--- src/rtl/kernel_launch_ctrl_pkg.sv ---
// Shared types and helpers for the kernel launch controller.
package kernel_launch_ctrl_pkg;

  localparam int KLC_DATA_W = 8;
  localparam int KLC_TAG_W  = 4;
  localparam int KLC_CNT_W  = 16;

  // Invocation lifecycle: accept a descriptor, hold ap_start, time the run,
  // hand back one record, or park forever after a watchdog expiry.
  typedef enum logic [2:0] {
    ST_IDLE   = 3'd0,
    ST_START  = 3'd1,
    ST_RUN    = 3'd2,
    ST_REPORT = 3'd3,
    ST_HALT   = 3'd4
  } klc_state_e;

  // Completion record at the default widths.
  typedef struct packed {
    logic [KLC_TAG_W-1:0] tag;
    logic [KLC_CNT_W-1:0] cycles;
    logic                 timeout;
  } klc_cpl_t;

  // Increment that sticks at the all-ones value of a w-bit counter.
  // Carried in 32 bits so callers of any width up to 32 can share it.
  function automatic logic [31:0] sat_inc(input logic [31:0] v, input int unsigned w);
    logic [31:0] max_v;
    max_v = (w >= 32) ? 32'hFFFF_FFFF : ((32'd1 << w) - 32'd1);
    return (v >= max_v) ? max_v : (v + 32'd1);
  endfunction

endpackage

--- src/rtl/kernel_launch_ctrl_if.sv ---
// Signal bundle between the launch controller and its environment
// (descriptor source, kernel, completion consumer).
//
// Handshake rule for both streams (desc_*, cpl_*): a transfer happens on a
// rising edge where valid and ready are both 1; the producer keeps valid and
// payload stable until that edge, and valid never depends on ready.
interface kernel_launch_ctrl_if
  import kernel_launch_ctrl_pkg::*;
#(
  parameter int DATA_W = KLC_DATA_W,
  parameter int TAG_W  = KLC_TAG_W,
  parameter int CNT_W  = KLC_CNT_W
);
  logic              desc_valid;
  logic              desc_ready;
  logic [DATA_W-1:0] desc_alpha;
  logic [DATA_W-1:0] desc_beta;
  logic [TAG_W-1:0]  desc_tag;
  logic              ap_start;
  logic              ap_ready;
  logic              ap_done;
  logic [DATA_W-1:0] alpha;
  logic [DATA_W-1:0] beta;
  logic              cpl_valid;
  logic              cpl_ready;
  logic [TAG_W-1:0]  cpl_tag;
  logic [CNT_W-1:0]  cpl_cycles;
  logic              cpl_timeout;
  logic              spurious_done;
  logic [CNT_W-1:0]  launch_count;
  klc_state_e        dbg_state;

  modport master (
    input  desc_valid, desc_alpha, desc_beta, desc_tag, ap_ready, ap_done, cpl_ready,
    output desc_ready, ap_start, alpha, beta, cpl_valid, cpl_tag, cpl_cycles,
           cpl_timeout, spurious_done, launch_count, dbg_state
  );

  modport slave (
    output desc_valid, desc_alpha, desc_beta, desc_tag, ap_ready, ap_done, cpl_ready,
    input  desc_ready, ap_start, alpha, beta, cpl_valid, cpl_tag, cpl_cycles,
           cpl_timeout, spurious_done, launch_count, dbg_state
  );
endinterface

--- src/rtl/kernel_launch_ctrl_latency_counter.sv ---
// RUN-cycle counter: clear on launch, count while running, saturate at the
// top, and flag the cycle whose increment would reach the watchdog limit.
module kernel_launch_ctrl_latency_counter
  import kernel_launch_ctrl_pkg::*;
#(
  parameter int          CNT_W          = KLC_CNT_W,
  parameter int unsigned TIMEOUT_CYCLES = 4096
) (
  input  logic             clk,
  input  logic             rst,
  input  logic             clear,
  input  logic             enable,
  output logic [CNT_W-1:0] count,
  output logic [CNT_W-1:0] count_inc,
  output logic             terminal
);
  logic [CNT_W-1:0] count_q;

  assign count     = count_q;
  assign count_inc = CNT_W'(sat_inc(32'(count_q), CNT_W));
  // A zero limit disables the watchdog entirely.
  assign terminal  = (TIMEOUT_CYCLES != 0) &&
                     ((32'(count_q) + 32'd1) == 32'(TIMEOUT_CYCLES));

  // Counter register; clear wins over enable so a launch always starts at 0.
  always_ff @(posedge clk) begin
    if (!rst)        count_q <= '0;
    else if (clear)  count_q <= '0;
    else if (enable) count_q <= count_inc;
  end
endmodule

--- src/rtl/kernel_launch_ctrl.sv ---
// Host-side invocation sequencer for a start/ready/done kernel: takes one
// descriptor at a time, drives the start handshake with stable arguments,
// times the run and returns one completion record per invocation.
module kernel_launch_ctrl
  import kernel_launch_ctrl_pkg::*;
#(
  parameter int          DATA_W         = KLC_DATA_W,
  parameter int          TAG_W          = KLC_TAG_W,
  parameter int          CNT_W          = KLC_CNT_W,
  parameter int unsigned TIMEOUT_CYCLES = 4096
) (
  input logic                  clk,
  input logic                  rst,
  kernel_launch_ctrl_if.master bus
);
  klc_state_e        state_q, state_d;
  logic              accept, launch, finish_done, finish_to;
  logic [DATA_W-1:0] alpha_q, beta_q;
  logic [TAG_W-1:0]  tag_q;
  logic [CNT_W-1:0]  launch_cnt_q, cpl_cycles_q, count, count_inc;
  logic              ap_start_q, cpl_valid_q, cpl_timeout_q, spurious_q, terminal;

  kernel_launch_ctrl_latency_counter #(
    .CNT_W          (CNT_W),
    .TIMEOUT_CYCLES (TIMEOUT_CYCLES)
  ) u_counter (
    .clk       (clk),
    .rst       (rst),
    .clear     (launch),
    .enable    (state_q == ST_RUN),
    .count     (count),
    .count_inc (count_inc),
    .terminal  (terminal)
  );

  // State register.
  always_ff @(posedge clk) begin
    if (!rst) state_q <= ST_IDLE;
    else      state_q <= state_d;
  end

  // Next-state decode and the one-cycle strobes that steer the datapath.
  always_comb begin
    state_d     = state_q;
    accept      = 1'b0;
    launch      = 1'b0;
    finish_done = 1'b0;
    finish_to   = 1'b0;
    unique case (state_q)
      ST_IDLE: if (bus.desc_valid) begin
        accept  = 1'b1;
        state_d = ST_START;
      end
      ST_START: if (bus.ap_ready) begin
        launch  = 1'b1;
        state_d = ST_RUN;
      end
      // A completion on the watchdog's last cycle still counts as a normal finish.
      ST_RUN: if (bus.ap_done) begin
        finish_done = 1'b1;
        state_d     = ST_REPORT;
      end else if (terminal) begin
        finish_to = 1'b1;
        state_d   = ST_REPORT;
      end
      // After a timeout the kernel's state is unknown, so only reset leaves HALT.
      ST_REPORT: if (bus.cpl_ready) state_d = cpl_timeout_q ? ST_HALT : ST_IDLE;
      ST_HALT:   state_d = ST_HALT;
      default:   state_d = ST_IDLE;
    endcase
  end

  // Registered outputs, argument/tag latches and the completion record.
  always_ff @(posedge clk) begin
    if (!rst) begin
      alpha_q       <= '0;
      beta_q        <= '0;
      tag_q         <= '0;
      launch_cnt_q  <= '0;
      ap_start_q    <= 1'b0;
      cpl_valid_q   <= 1'b0;
      cpl_cycles_q  <= '0;
      cpl_timeout_q <= 1'b0;
      spurious_q    <= 1'b0;
    end else begin
      ap_start_q  <= (state_d == ST_START);
      cpl_valid_q <= (state_d == ST_REPORT);
      if (accept) begin
        alpha_q      <= bus.desc_alpha;
        beta_q       <= bus.desc_beta;
        tag_q        <= bus.desc_tag;
        launch_cnt_q <= launch_cnt_q + 1'b1;
      end
      if (finish_done) begin
        cpl_cycles_q  <= count_inc;
        cpl_timeout_q <= 1'b0;
      end else if (finish_to) begin
        cpl_cycles_q  <= CNT_W'(TIMEOUT_CYCLES);
        cpl_timeout_q <= 1'b1;
      end
      if (bus.ap_done && (state_q != ST_RUN)) spurious_q <= 1'b1;
    end
  end

  assign bus.desc_ready    = (state_q == ST_IDLE);
  assign bus.ap_start      = ap_start_q;
  assign bus.alpha         = alpha_q;
  assign bus.beta          = beta_q;
  assign bus.cpl_valid     = cpl_valid_q;
  assign bus.cpl_tag       = tag_q;
  assign bus.cpl_cycles    = cpl_cycles_q;
  assign bus.cpl_timeout   = cpl_timeout_q;
  assign bus.spurious_done = spurious_q;
  assign bus.launch_count  = launch_cnt_q;
  assign bus.dbg_state     = state_q;
endmodule

--- src/flat_wrapper.sv ---
// flat-port wrapper written by rule: the top's interface ports become plain ports
module kernel_launch_ctrl_flat import kernel_launch_ctrl_pkg::*;
#(
  parameter int          DATA_W         = KLC_DATA_W,
  parameter int          TAG_W          = KLC_TAG_W,
  parameter int          CNT_W          = KLC_CNT_W,
  parameter int unsigned TIMEOUT_CYCLES = 4096
)
  (clk, rst, bus_desc_valid, bus_desc_alpha, bus_desc_beta, bus_desc_tag, bus_ap_ready, bus_ap_done, bus_cpl_ready, bus_desc_ready, bus_ap_start, bus_alpha, bus_beta, bus_cpl_valid, bus_cpl_tag, bus_cpl_cycles, bus_cpl_timeout, bus_spurious_done, bus_launch_count, bus_dbg_state);
  kernel_launch_ctrl_if #(.DATA_W(DATA_W), .TAG_W(TAG_W), .CNT_W(CNT_W)) bus_i ();
  input logic clk;
  input logic rst;
  input wire logic [$bits(bus_i.desc_valid)-1:0] bus_desc_valid;
  input wire logic [$bits(bus_i.desc_alpha)-1:0] bus_desc_alpha;
  input wire logic [$bits(bus_i.desc_beta)-1:0] bus_desc_beta;
  input wire logic [$bits(bus_i.desc_tag)-1:0] bus_desc_tag;
  input wire logic [$bits(bus_i.ap_ready)-1:0] bus_ap_ready;
  input wire logic [$bits(bus_i.ap_done)-1:0] bus_ap_done;
  input wire logic [$bits(bus_i.cpl_ready)-1:0] bus_cpl_ready;
  output wire logic [$bits(bus_i.desc_ready)-1:0] bus_desc_ready;
  output wire logic [$bits(bus_i.ap_start)-1:0] bus_ap_start;
  output wire logic [$bits(bus_i.alpha)-1:0] bus_alpha;
  output wire logic [$bits(bus_i.beta)-1:0] bus_beta;
  output wire logic [$bits(bus_i.cpl_valid)-1:0] bus_cpl_valid;
  output wire logic [$bits(bus_i.cpl_tag)-1:0] bus_cpl_tag;
  output wire logic [$bits(bus_i.cpl_cycles)-1:0] bus_cpl_cycles;
  output wire logic [$bits(bus_i.cpl_timeout)-1:0] bus_cpl_timeout;
  output wire logic [$bits(bus_i.spurious_done)-1:0] bus_spurious_done;
  output wire logic [$bits(bus_i.launch_count)-1:0] bus_launch_count;
  output wire logic [$bits(bus_i.dbg_state)-1:0] bus_dbg_state;
  assign bus_i.desc_valid = bus_desc_valid;
  assign bus_i.desc_alpha = bus_desc_alpha;
  assign bus_i.desc_beta = bus_desc_beta;
  assign bus_i.desc_tag = bus_desc_tag;
  assign bus_i.ap_ready = bus_ap_ready;
  assign bus_i.ap_done = bus_ap_done;
  assign bus_i.cpl_ready = bus_cpl_ready;
  assign bus_desc_ready = bus_i.desc_ready;
  assign bus_ap_start = bus_i.ap_start;
  assign bus_alpha = bus_i.alpha;
  assign bus_beta = bus_i.beta;
  assign bus_cpl_valid = bus_i.cpl_valid;
  assign bus_cpl_tag = bus_i.cpl_tag;
  assign bus_cpl_cycles = bus_i.cpl_cycles;
  assign bus_cpl_timeout = bus_i.cpl_timeout;
  assign bus_spurious_done = bus_i.spurious_done;
  assign bus_launch_count = bus_i.launch_count;
  assign bus_dbg_state = bus_i.dbg_state;
  kernel_launch_ctrl #(.DATA_W(DATA_W), .TAG_W(TAG_W), .CNT_W(CNT_W), .TIMEOUT_CYCLES(TIMEOUT_CYCLES)) u_core (.clk(clk), .rst(rst), .bus(bus_i));
endmodule
--- config.mk ---
export PLATFORM = sky130hd
export DESIGN_NAME = kernel_launch_ctrl_flat
export DESIGN_NICKNAME = d
export VERILOG_FILES = /design/src/rtl/kernel_launch_ctrl_pkg.sv /design/src/rtl/kernel_launch_ctrl_if.sv /design/src/rtl/kernel_launch_ctrl_latency_counter.sv /design/src/rtl/kernel_launch_ctrl.sv /design/src/flat_wrapper.sv
export SDC_FILE = /design/constraint.sdc
export NUM_CORES = 1
export LEC_CHECK = 0
export BUFFER_PORTS_ARGS = -buffer_cell sky130_fd_sc_hd__buf_2
export CAP_MARGIN = 10
export CORE_ASPECT_RATIO = 0.9
export CORE_MARGIN = 1
export CORE_UTILIZATION = 35
export DETAILED_ROUTE_END_ITERATION = 7
export GPL_TIMING_DRIVEN = 0
export PLACE_DENSITY = 0.62
export SLEW_MARGIN = 20
export SYNTH_ARGS = -nofsm -noshare
export SYNTH_HDL_FRONTEND = slang
export SYNTH_SLANG_ARGS = --single-unit
--- constraint.sdc ---
create_clock -name clk -period 7 [get_ports clk]
set_clock_uncertainty 0.1 [all_clocks]
set_input_delay 1.05 -clock clk [delete_from_list [all_inputs] [get_ports clk]]
set_output_delay 1.05 -clock clk [all_outputs]
set_load 0.05 [all_outputs]
== Yosys cells after proc, flatten, opt, wreduce, memory -nomap -nowiden ==
Index checks and enable logic that the tools add are counted.

* $add $sub $neg: 2
* $lt $le $gt $ge: 1
* Equal/unequal tests: 8
* Multiplexer cells: 19
* Bitwise logic cells: 1
* Reduce and logical (&&, ||, !) cells: 5

{| class="wikitable"
|+ Operator list
! cell !! number
|-
| $mux W16 || 3
|-
| $mux W3 || 6
|-
| $add A16 B1 Y17 const B || 1
|-
| $eq A17 B13 Y1 const B || 1
|-
| $add A16 B1 Y16 const B || 1
|-
| $ge A16 B16 Y1 const B || 1
|-
| $pmux W3 S5 || 1
|-
| $eq A3 B2 Y1 const B || 3
|-
| $mux W1 || 9
|-
| $eq A3 B1 Y1 const B || 2
|-
| $reduce_or A2 Y1 || 2
|-
| $eq A3 B3 Y1 const B || 1
|-
| $logic_not A3 Y1 || 1
|-
| $ne A3 B2 Y1 const B || 1
|-
| $reduce_bool A2 Y1 || 1
|-
| $logic_and A1 B1 Y1 || 1
|-
| $not A1 Y1 || 1
|}

* Flip-flop bits (word level): 75
* Input bits: 26
* Output and inout bits: 60
* Word-level logic and storage cells: 47

== Depth between registers and ports, before layout ==
Gate-level depths: netlist (run 1).

* Depth after elaboration: 7
* Gate-level depth with buffers: 11

== Modules after synthesis ==
Synthesis (run 1) repeated with hierarchy kept, for this count alone.

* Cells, all modules: 444
* Area, all modules: 3560.9 sq um

{| class="wikitable"
|+ By module, submodules not included
! module !! times used !! cells an instance !! area an instance (sq um)
|-
| kernel_launch_ctrl || 1 || 270 || 2264.7
|-
| kernel_launch_ctrl_latency_counter || 1 || 174 || 1296.2
|}

== Worst setup path after synthesis (run 1) ==
Ideal clock, no wire load.

* Path type: flip-flop to output port
* From: register u_core.state_q[0], in the netlist u_core.bus.dbg_state[0]
* To: output port bus_desc_ready
* Arrival time: 1926 ps
* Required time: 5850 ps
* Setup slack: 3924 ps
* Stages on the path, launching flop included: 3
* Path buffers: 1
* Cells stage by stage: dfxtp_1 clkbuf_1 nor3_1

* Cells in the longest elaborated chain, start to end: 1

{| class="wikitable"
|+ Ends and longest elaborated chain
! item !! line !! RTL
|-
| start: declaration || kernel_launch_ctrl.sv:16 || <nowiki>klc_state_e state_q, state_d;</nowiki>
|-
| start signal: assignment || kernel_launch_ctrl.sv:39 || <nowiki>else state_q <= state_d;</nowiki>
|-
| $logic_not A3 Y1 || kernel_launch_ctrl.sv:105 || <nowiki>assign bus.desc_ready = (state_q == ST_IDLE);</nowiki>
|-
| end: declaration || flat_wrapper.sv:20 || <nowiki>output wire logic [$bits(bus_i.desc_ready)-1:0] bus_desc_ready;</nowiki>
|}

No other way between the ends.

== Worst setup path in the final report (run 1) ==
Ends and elaborated chain as after synthesis.

==> summary.txt, run 1 <==
STA
  – Hold Violations, Final: 0
  – Relative slew slack: between 50% and 60%
  – Post-layout min period: 2.72 ns
  – Final worst-path cycle share: ~39%
  – Setup TNS: 0 ns
  – Max Clk Rate: around 370 MHz
  – Slew @ Worst Pin: between 0.7 and 0.8 ns
  – RSZ-0062 raised after global routing: no
  – Final Setup Violations: 0
  – Max Transition Viols Final: 0

Drt
  – Via density: between 5 and 6
  – Antenna viol nets, final: 0
  – Initial DRT Pass Iterations: 4
  – DR WL/cell: ~14 um
  – Initial drt markers: ~210
  – Routed vias: 3261
  – Drt drc: 0
  – Post-Route WL: around 9.0 mm

Synth
  – Netlist cell types: 55
  – Asr flop ratio synth: 0%
  – Synth area leaders: dfxtp_1, nand2_1, a21boi_0, xnor2_1, a22o_1
  – Ys Warns: 0
  – Predominant post-synthesis flop cell: dfxtp_1
  – Synth top cells by count: dfxtp_1, nand2_1, nor2_1, a21boi_0
  – Largest area contributor in the netlist: dfxtp_1
  – Syn_nets: 444
  – Post-Syn Area: 3590 um2
  – Synth Area per Inst: 8.63 um2
  – Post-synthesis register bit count: between 70 and 80
  – Synth top area share: about two fifths
  – Mapped Cells: ~420
  – EDFF count, synth: 0
  – Register area share after synthesis: between 40% and 50%

Cells and area
  – Cell area after layout: around 4500 um2
  – Share of cells above drive strength 1: between 20% and 30%
  – Area of the multi-input gates: ~1900 um2
  – Register area: approximately 1500 um2
  – ANT cells: 0
  – # fillers: between 900 and 1000
  – Layout area overhead: 24.1%
  – Final net count: between 500 and 600

Clocking
  – Root buffer cell: clkbuf_16
  – Setup bufs post-CTS: 0
  – Num CTS Buffers: 9
  – Htree depth: 3
  – CTS resizes: 0
  – Clk Latency, worst-skew pair: 0.33 ns
  – # clock sinks: 75
  – CTS tree: done
  – Clock slew at reported path FFs: approximately 0.060 ns
  – CTS max path bufs: 2
  – Hold-fix buffers, CTS: 0

Placement
  – Post-DP HPWL: ~6.7 mm
  – Number of port buffers: 84
  – Routability Congestion: roughly 0.88
  – DP Area: 4170 um2

Setup path
  – Worst EP required: just under 6 ns
  – WP data arrival: 1.57 ns
  – Flop2flop setup slack: 4.36 ns
  – Crit path capture type: primary output
  – Max FO, Critical Path: 10
  – Critical Setup Path Class: reg2out
  – Setup crit start kind: flop

Floorplanning
  – Die Y: around 98 um
  – Die ar.: around 11000 um2
  – Row cnt: 34
  – Boundary pin count: 86
  – Die X: between 100 and 150 um
  – Initial core utilization: 36.5%
  – Core area: ~10000 um2

GRT
  – Vias in the first global route: between 3000 and 4000
  – Pin count of the biggest net entering global routing: 13
  – Antenna violations before repair: 0
  – GRT Residual Overflow: 0
  – First-pass GRT wire length: between 10 and 15 mm
  – GRT Total Usage: 17.6%

Min path
  – Hold crit path type: reg2reg

Pwr
  – Max VDD drop: between 0.1 and 0.15 mV
  – Static Leak: 1.95 nW
  – Pwr/cell area: approximately 230 nW/um2

Job
  – Max_cap viols: 0

Outcome
  – Outcome: finished, final reports clean
## worst paths after layout
kind / startpoint / end / depth (start not counted)
worst min register to register: u_core.bus.alpha[4] / u_core.bus.alpha[4] / 2
worst max-delay path: u_core.bus.dbg_state[0] / bus_desc_ready / 3
worst min-delay path: u_core.bus.alpha[4] / u_core.bus.alpha[4] / 2
worst max register to register: u_core.u_counter.count[1] / u_core.bus.cpl_cycles[10] / 10
## layout make-up
type | instances | share of cell area (%)
multi-input cells | 303 | 42.5
flip-flops and latches | 75 | 33.7
repair buffers | 84 | 9.44
clock buffers | 9 | 5.05
plain buffers | 32 | 3.96
well taps | 126 | 3.54
clock inverters | 5 | 1.26
inverters | 6 | 0.505
## worst max-delay path, stage by stage (launching register included)
cell	delay [ns]
dfxtp_1	0.36
clkbuf_1	0.22
nor3_1	0.33
buf_2	0.33
## flip-flops by register name, indices dropped and copies added, names as in the netlist
register	flops
u_core.bus.spurious_done	1
u_core.bus.alpha	8
u_core.bus.cpl_timeout	1
u_core.bus.dbg_state	3
u_core.bus.beta	8
u_core.bus.launch_count	16
u_core.bus.cpl_valid	1
u_core.bus.ap_start	1
u_core.bus.cpl_tag	4
u_core.u_counter.count	16
u_core.bus.cpl_cycles	16
## metal layers
layer | vias to the layer above | GRT usage [%] | share of wire [%]
li1 | 1651 | - | -
met4 | 0 | 6.34 | 0.89
met3 | 6 | 2.67 | 4.7
met1 | 1518 | 24.0 | 49
met5 | - | 0 | 0
met2 | 86 | 27.9 | 46
## stage by stage
step	hold WS [ns]	util (%)	setup slack, ns	cells	total power [mW]
after floorplan	0.395	-	3.92	416	0.560
after global placement	0.348	42.4	4.03	626	0.597
after detailed placement	0.357	42.4	4.00	626	0.599
after CTS	0.365	45.3	4.26	640	1.05
after global routing	0.386	45.3	4.17	640	1.08
final	0.362	45.3	4.28	640	1.03
## layout by cell type (no fill, tap or decap), types with 7 or more instances in the layout
cell       synthesis  layout
clkbuf_16          0       9
nor2_1            24      24
clkbuf_1          18      18
o21ai_0           11      11
and3_1             9       9
nand2_1           75      75
nand3_1           17      17
dfxtp_1           75      75
a21boi_0          23      23
and2_1            14      14
nand4_1            7       7
nor3_1            11      11
a21oi_1           16      16
xnor2_1           18      18
a22o_1            14      14
buf_2              6      90
## logic make-up after synthesis
group,Yosys count,share of synthesized area [%]
buf+inv,38,5.54
mux,1,0.279
compound gates,90,18.3
simple gates,186,27.4
flops,75,41.8
fa+ha+maj,2,0.697
xor+xnor,24,6.06
## where the power goes
| part | switching (mW) | internal (mW) | leakage [nW] | total [mW] |
|---|---|---|---|---|
| logic | 0.101 | 0.0374 | 1.20 | 0.138 |
| registers | 0.00971 | 0.442 | 0.609 | 0.451 |
| clock network | 0.171 | 0.271 | 0.137 | 0.442 |
| total | 0.282 | 0.750 | 1.95 | 1.03 |
(Power assumes the default switching activity.)
==> run 2: changes to the inputs <==
--- a/config.mk
+++ b/config.mk
@@ -12,7 +12,7 @@
 export CORE_UTILIZATION = 35
 export DETAILED_ROUTE_END_ITERATION = 7
 export GPL_TIMING_DRIVEN = 0
-export PLACE_DENSITY = 0.62
+export PLACE_DENSITY = 0.64
 export SLEW_MARGIN = 20
 export SYNTH_ARGS = -nofsm -noshare
 export SYNTH_HDL_FRONTEND = slang
==> constraint.sdc (replaced) <==
create_clock -name clk -period 2.33 [get_ports clk]
set_clock_uncertainty 0.1 [all_clocks]
set_input_delay 0.3495 -clock clk [delete_from_list [all_inputs] [get_ports clk]]
set_output_delay 0.3495 -clock clk [all_outputs]
set_load 0.05 [all_outputs]
==> summary.txt, run 2 (same netlist as run 1, synthesis figures left out) <==
Clocking
  – CTS tree: done
  – Hold-fix buffers, CTS: 0 (unchanged)
  – CTS max path bufs: 2 (unchanged)
  – Clock slew at reported path FFs: 0.06 ns (about the same)
  – Root buffer cell: clkbuf_16
  – Clk Latency, worst-skew pair: 0.33 ns (about the same)
  – Num CTS Buffers: 9 (unchanged)
  – # clock sinks: 75 (unchanged)
  – Htree depth: 3 (unchanged)

GRT
  – Antenna violations before repair: 0 (unchanged)
  – GRT Total Usage: 18.5% (+0.93 points)
  – Pin count of the biggest net entering global routing: 14 (+1)
  – Vias in the first global route: 3179 (+5.1%)
  – GRT Residual Overflow: 0 (unchanged)
  – First-pass GRT wire length: 15.6 mm (+5.0%)

Pwr
  – Pwr/cell area: 694 nW/um2 (+200%)
  – Switching share of power: 26.5% (-0.84 points)
  – Seq pwr share: 40.7% (-3.1 points)
  – Max VDD drop: 0.561 mV (+360%)
  – Sw Pwr: 882 uW (+210%)
  – Comb pwr share: 13.2% (-0.2 points)
  – Part of the power in the clock network: 46.1% (+3.3 points)
  – Tot Pwr: 3.34 mW (+220%)
  – Int Pwr: 2.45 mW (+230%)
  – Static Leak: 2.10 nW (+7.8%)

Outcome
  – Outcome: finished, final reports clean

Floorplanning
  – Die X: 109 um (unchanged)
  – Die ar.: 10700 um2 (unchanged)
  – Boundary pin count: 86 (unchanged)
  – Initial core utilization: 36.5% (unchanged)
  – Core area: 9830 um2 (unchanged)
  – Die Y: 98.1 um (unchanged)
  – Row cnt: 34 (unchanged)

Drt
  – Antenna viol nets, final: 0 (unchanged)
  – Initial drt markers: 184 (-14%)
  – Initial DRT Pass Iterations: 4 (unchanged)
  – Drt drc: 0 (unchanged)
  – DR WL/cell: 14.8 um (+4.8%)
  – Routed vias: 3374 (+3.5%)
  – Via density: 5.14 (+0.79%)
  – Post-Route WL: 9.70 mm (+7.5%)

Job
  – Max_cap viols: 0 (unchanged)

Min path
  – Hold crit path type: in2reg

Setup path
  – Crit path cell chain: clkbuf_4 -> nand4_1 -> or4_4 -> a21oi_4 -> nor2_2 -> nor4b_4 -> buf_4 -> o211a_1
  – Critical Setup Path Class: reg2reg
  – Setup crit start kind: flop
  – CP max-delay cell: or4_4
  – Crit path capture type: flop
  – WP data arrival: 2.43 ns (+0.86 ns)
  – Worst EP required: 2.45 ns (-3.40 ns)
  – Max FO, Critical Path: 8 (-2)
  – Worst path max stage delay: 0.50 ns (+0.14 ns)

Cells and area
  – Most frequent cells in the layout: buf_2, nand2_1, dfxtp_1, a21boi_0, nor2_1
  – ANT cells: 0 (unchanged)
  – Commonest non-fill, non-tap cell in the layout: buf_2
  – Layout area overhead: 33.8%
  – # fillers: 917 (-4.1%)
  – Final net count: 554 (+2.8%)
  – Share of cells above drive strength 1: 32.2% (+6.9 points)

STA
  – Post-layout min period: around 2.3 ns
  – Slew @ Worst Pin: 0.543 ns (-0.174 ns)
  – Setup TNS: 0 ns (unchanged)
  – Relative slew slack: 63.8% (+12 points)
  – Final worst-path cycle share: between 90% and 100%
  – Final Setup Violations: 0 (unchanged)
  – Max Clk Rate: approximately 430 MHz
  – Max Transition Viols Final: 0 (unchanged)
  – Worst hold slack: 0.167 ns (-0.195 ns)
  – Hold Violations, Final: 0 (unchanged)

Placement
  – Routability Congestion: 0.920 (+4.8%)
  – Post-DP HPWL: 6.70 mm (-0.17%)
  – Number of port buffers: 84 (unchanged)
run 2: cell types whose count changed in the layout (fill, tap and decap cells not counted), sizes merged:
cell    previous run  this run
bufinv             1         2
clkbuf            27        30
clkinv             3         2
buf               98       112
run 2: worst paths after layout:
check | cells after the start | from | endpoint | slack (ns)
hold / removal | 3 | bus_desc_alpha[0] | u_core.bus.alpha[0] | 0.17
setup / recovery | 8 | u_core.u_counter.count[12] | u_core.bus.ap_start | 0.02
setup reg to reg | 8 | u_core.u_counter.count[12] | u_core.bus.ap_start | 0.02
hold reg to reg | 2 | u_core.bus.alpha[5] | u_core.bus.alpha[5] | 0.36
run 2: worst max-delay path, delay by kind of cell, from the launching register on:
kind                   cells  cell delay (ns)
AND/OR/NAND/NOR            4             0.95
buffers and inverters      2             0.36
flip-flops                 1             0.30
AO/OA/AOI/OAI              2             0.49
run 2: timing repair:
action	4_1_cts	5_1_grt
buffers inserted	9	9
pin swaps	7	15
hold endpoints to repair	0	0
resized for setup	19	29
endpoints found under the setup margin	35	36
run 2: power groups by stage:
stage | sequential (mW) | clock [mW] | combinational (mW)
floorplan | 1.52 | 0 | 0.166
global placement | 1.38 | 0 | 0.412
detailed placement | 1.38 | 0 | 0.417
CTS | 1.36 | 1.58 | 0.433
global route | 1.36 | 1.63 | 0.471
finish | 1.36 | 1.54 | 0.439
run 2: per-stage QoR:
stage	instances	area (um2)	setup WS (ns)	util, %
after floorplan	416	3600	0.00949	-
after global placement	626	4170	-0.265	42.5
after detailed placement	626	4170	-0.261	42.5
after CTS	651	4670	-0.000172	47.5
after global routing	657	4800	-0.0691	48.9
final	657	4800	0.0183	48.9
run 2: routing by layer:
metal	global-route usage (%)	vias to the layer above	part of all wire, %
met3	4.34	16	5.3
met4	6.13	0	1.6
met1	24.2	1590	46
met2	29.8	98	47
li1	-	1670	-
met5	0	-	0
run 2: cell type report:
cell class / count / area (um2) / share of cell area (%)
multi-input combinational: 303 / 2040 / 42.5
sequential: 75 / 1510 / 31.4
timing repair buffer: 102 / 556 / 11.6
clock buffer: 11 / 253 / 5.26
buffer: 29 / 179 / 3.72
tap: 126 / 158 / 3.28
clock inverter: 5 / 85.1 / 1.77
inverter: 6 / 22.5 / 0.469
==> run 3: changes to the inputs <==
--- a/config.mk
+++ b/config.mk
@@ -5,14 +5,14 @@
 export SDC_FILE = /design/constraint.sdc
 export NUM_CORES = 1
 export LEC_CHECK = 0
-export BUFFER_PORTS_ARGS = -buffer_cell sky130_fd_sc_hd__buf_2
 export CAP_MARGIN = 10
 export CORE_ASPECT_RATIO = 0.9
 export CORE_MARGIN = 1
 export CORE_UTILIZATION = 35
 export DETAILED_ROUTE_END_ITERATION = 7
+export DONT_BUFFER_PORTS = 1
 export GPL_TIMING_DRIVEN = 0
-export PLACE_DENSITY = 0.64
+export PLACE_DENSITY = 0.57
 export SLEW_MARGIN = 20
 export SYNTH_ARGS = -nofsm -noshare
 export SYNTH_HDL_FRONTEND = slang
==> summary.txt, run 3 (same netlist as run 1, synthesis figures left out) <==
Cells and area
  – Final net count: 468 (-16%)
  – Final Non-Filler Cells: 571 (-13%)
  – Most frequent cells in the layout: nand2_1, dfxtp_1, a21boi_0, nor2_1, buf_4
  – Layout area overhead: 21.3%
  – Commonest non-fill, non-tap cell in the layout: nand2_1
  – Share of cells above drive strength 1: 20.2% (-12 points)
  – Cell area after layout: 4360 um2 (-9.3%)
  – # fillers: 952 (+3.8%)
  – ANT cells: 0 (unchanged)

Floorplanning
  – Core area: 9830 um2 (unchanged)
  – Die X: 109 um (unchanged)
  – Die Y: 98.1 um (unchanged)
  – Die ar.: 10700 um2 (unchanged)
  – Initial core utilization: 36.5% (unchanged)
  – Boundary pin count: 86 (unchanged)
  – Row cnt: 34 (unchanged)

Placement
  – Number of port buffers: 0 (-100%)
  – Post-DP HPWL: 6.36 mm (-5.0%)
  – Routability Congestion: 0.852 (-7.4%)
  – Placed cell count: 542 (-13%)
  – DP Area: 3760 um2 (-10%)

Drt
  – Routed vias: 3045 (-9.8%)
  – Via density: 5.33 (+3.8%)
  – Antenna viol nets, final: 0 (unchanged)
  – Initial drt markers: 138 (-25%)
  – Drt drc: 0 (unchanged)
  – Post-Route WL: 9.03 mm (-6.9%)
  – DR WL/cell: 15.8 um (+7.1%)
  – Initial DRT Pass Iterations: 4 (unchanged)

Outcome
  – Outcome: finished, final reports clean

STA
  – Setup TNS: 0 ns (unchanged)
  – Relative slew slack: 56.2% (-7.6 points)
  – Final worst-path cycle share: 98.4% (-0.80 points)
  – Max Clk Rate: 436 MHz (+0.82%)
  – Post-layout min period: 2.29 ns (-0.0187 ns)
  – Final Setup Violations: 0 (unchanged)
  – Slew @ Worst Pin: 0.656 ns (+0.113 ns)
  – Worst hold slack: 0.0559 ns (-0.111 ns)
  – RSZ-0062 raised after global routing: yes
  – Hold Violations, Final: 0 (unchanged)
  – Max Transition Viols Final: 0 (unchanged)

Setup path
  – WP data arrival: 2.42 ns (about the same)
  – Critical Setup Path Class: reg2reg
  – Setup crit start kind: flop
  – Max FO, Critical Path: 8 (unchanged)
  – Crit path capture type: flop
  – Worst EP required: 2.45 ns (about the same)

Clocking
  – Num CTS Buffers: 9 (unchanged)
  – Htree depth: 3 (unchanged)
  – Root buffer cell: clkbuf_16
  – CTS tree: done
  – Clk Latency, worst-skew pair: 0.33 ns (about the same)
  – Clock slew at reported path FFs: 0.06 ns (about the same)
  – # clock sinks: 75 (unchanged)
  – CTS max path bufs: 2 (unchanged)

GRT
  – Vias in the first global route: 2971 (-6.5%)
  – Antenna violations before repair: 0 (unchanged)
  – Pin count of the biggest net entering global routing: 13 (-1)
  – GRT Total Usage: 17.7% (-0.85 points)
  – GRT Residual Overflow: 0 (unchanged)
  – First-pass GRT wire length: 14.7 mm (-5.7%)

Pwr
  – Static Leak: 1.68 nW (-20%)
  – Max VDD drop: 0.544 mV (-3.0%)
  – Pwr/cell area: 727 nW/um2 (+4.7%)
  – Tot Pwr: 3.17 mW (-5.0%)

Job
  – Max_cap viols: 0 (unchanged)

Min path
  – Hold crit path type: in2reg
## run 3: cell count changes in the layout (fill, tap and decap cells not counted), moves of 2 or more
| cell | change |
|---|---|
| buf_2 | -84 |
| dfxtp_1 | -4 |
| dfxtp_2 | +4 |
| buf_4 | -2 |
| clkinv_2 | +2 |
## run 3: path summary, 6_finish.rpt
| path | from | to | slack, ns | depth (start not counted) |
|---|---|---|---|---|
| max | u_core.u_counter.count[12] | u_core.bus.ap_start | 0.04 | 8 |
| min | bus_desc_beta[6] | u_core.bus.beta[6] | 0.06 | 2 |
| max reg2reg | u_core.u_counter.count[12] | u_core.bus.ap_start | 0.04 | 8 |
| min reg2reg | u_core.u_counter.count[7] | u_core.u_counter.count[7] | 0.43 | 2 |
## run 3: per-stage QoR
step	setup WS, ns	utilization [%]
after floorplan	0.00949	-
after global placement	-0.736	38.2
after detailed placement	-0.394	38.2
after CTS	-0.0329	42.8
after global routing	-0.0631	44.3
final	0.0370	44.3
## run 3: worst max-delay path, stage by stage, from the launching register on
cell and delay, ns:
dfxtp_1 0.31, buf_2 0.22, nand4_1 0.21, or4_1 0.51, a21oi_4 0.25, nor2_1 0.08, nor4b_4 0.13, buf_4 0.16
o211a_1 0.22
## run 3: routing by layer
| metal | up-vias | share of wire, % | GRT usage [%] |
|---|---|---|---|
| met5 | - | 0 | 0 |
| met4 | 0 | 1.2 | 6.76 |
| met3 | 9 | 5.4 | 5.47 |
| met2 | 80 | 46 | 27.2 |
| met1 | 1447 | 48 | 23.0 |
| li1 | 1509 | - | - |
## run 3: where the power goes
group | internal [mW] | switching, mW
logic | 0.0907 | 0.150
clock network | 0.886 | 0.536
registers | 1.33 | 0.177
## run 3: area by class of cell
cell class / count / area [um2] / area share, %
Buffer: 29 / 180 / 4.14
Clock buffer: 12 / 256 / 5.89
Clock inverter: 4 / 48.8 / 1.12
Inverter: 6 / 22.5 / 0.517
Multi-Input combinational cell: 303 / 2050 / 47.0
Sequential cell: 75 / 1510 / 34.8
Tap cell: 126 / 158 / 3.62
Timing Repair Buffer: 16 / 128 / 2.93
## run 3: repair_timing
| item | CTS | global route |
|---|---|---|
| endpoints found under the setup margin | 63 | 44 |
| cloned | 0 | 1 |
| hold buffers | 0 | 0 |
| pin swaps | 10 | 11 |
| resized for setup | 23 | 29 |
| buffers inserted | 8 | 7 |
| endpoints found under the hold margin | 0 | 0 |
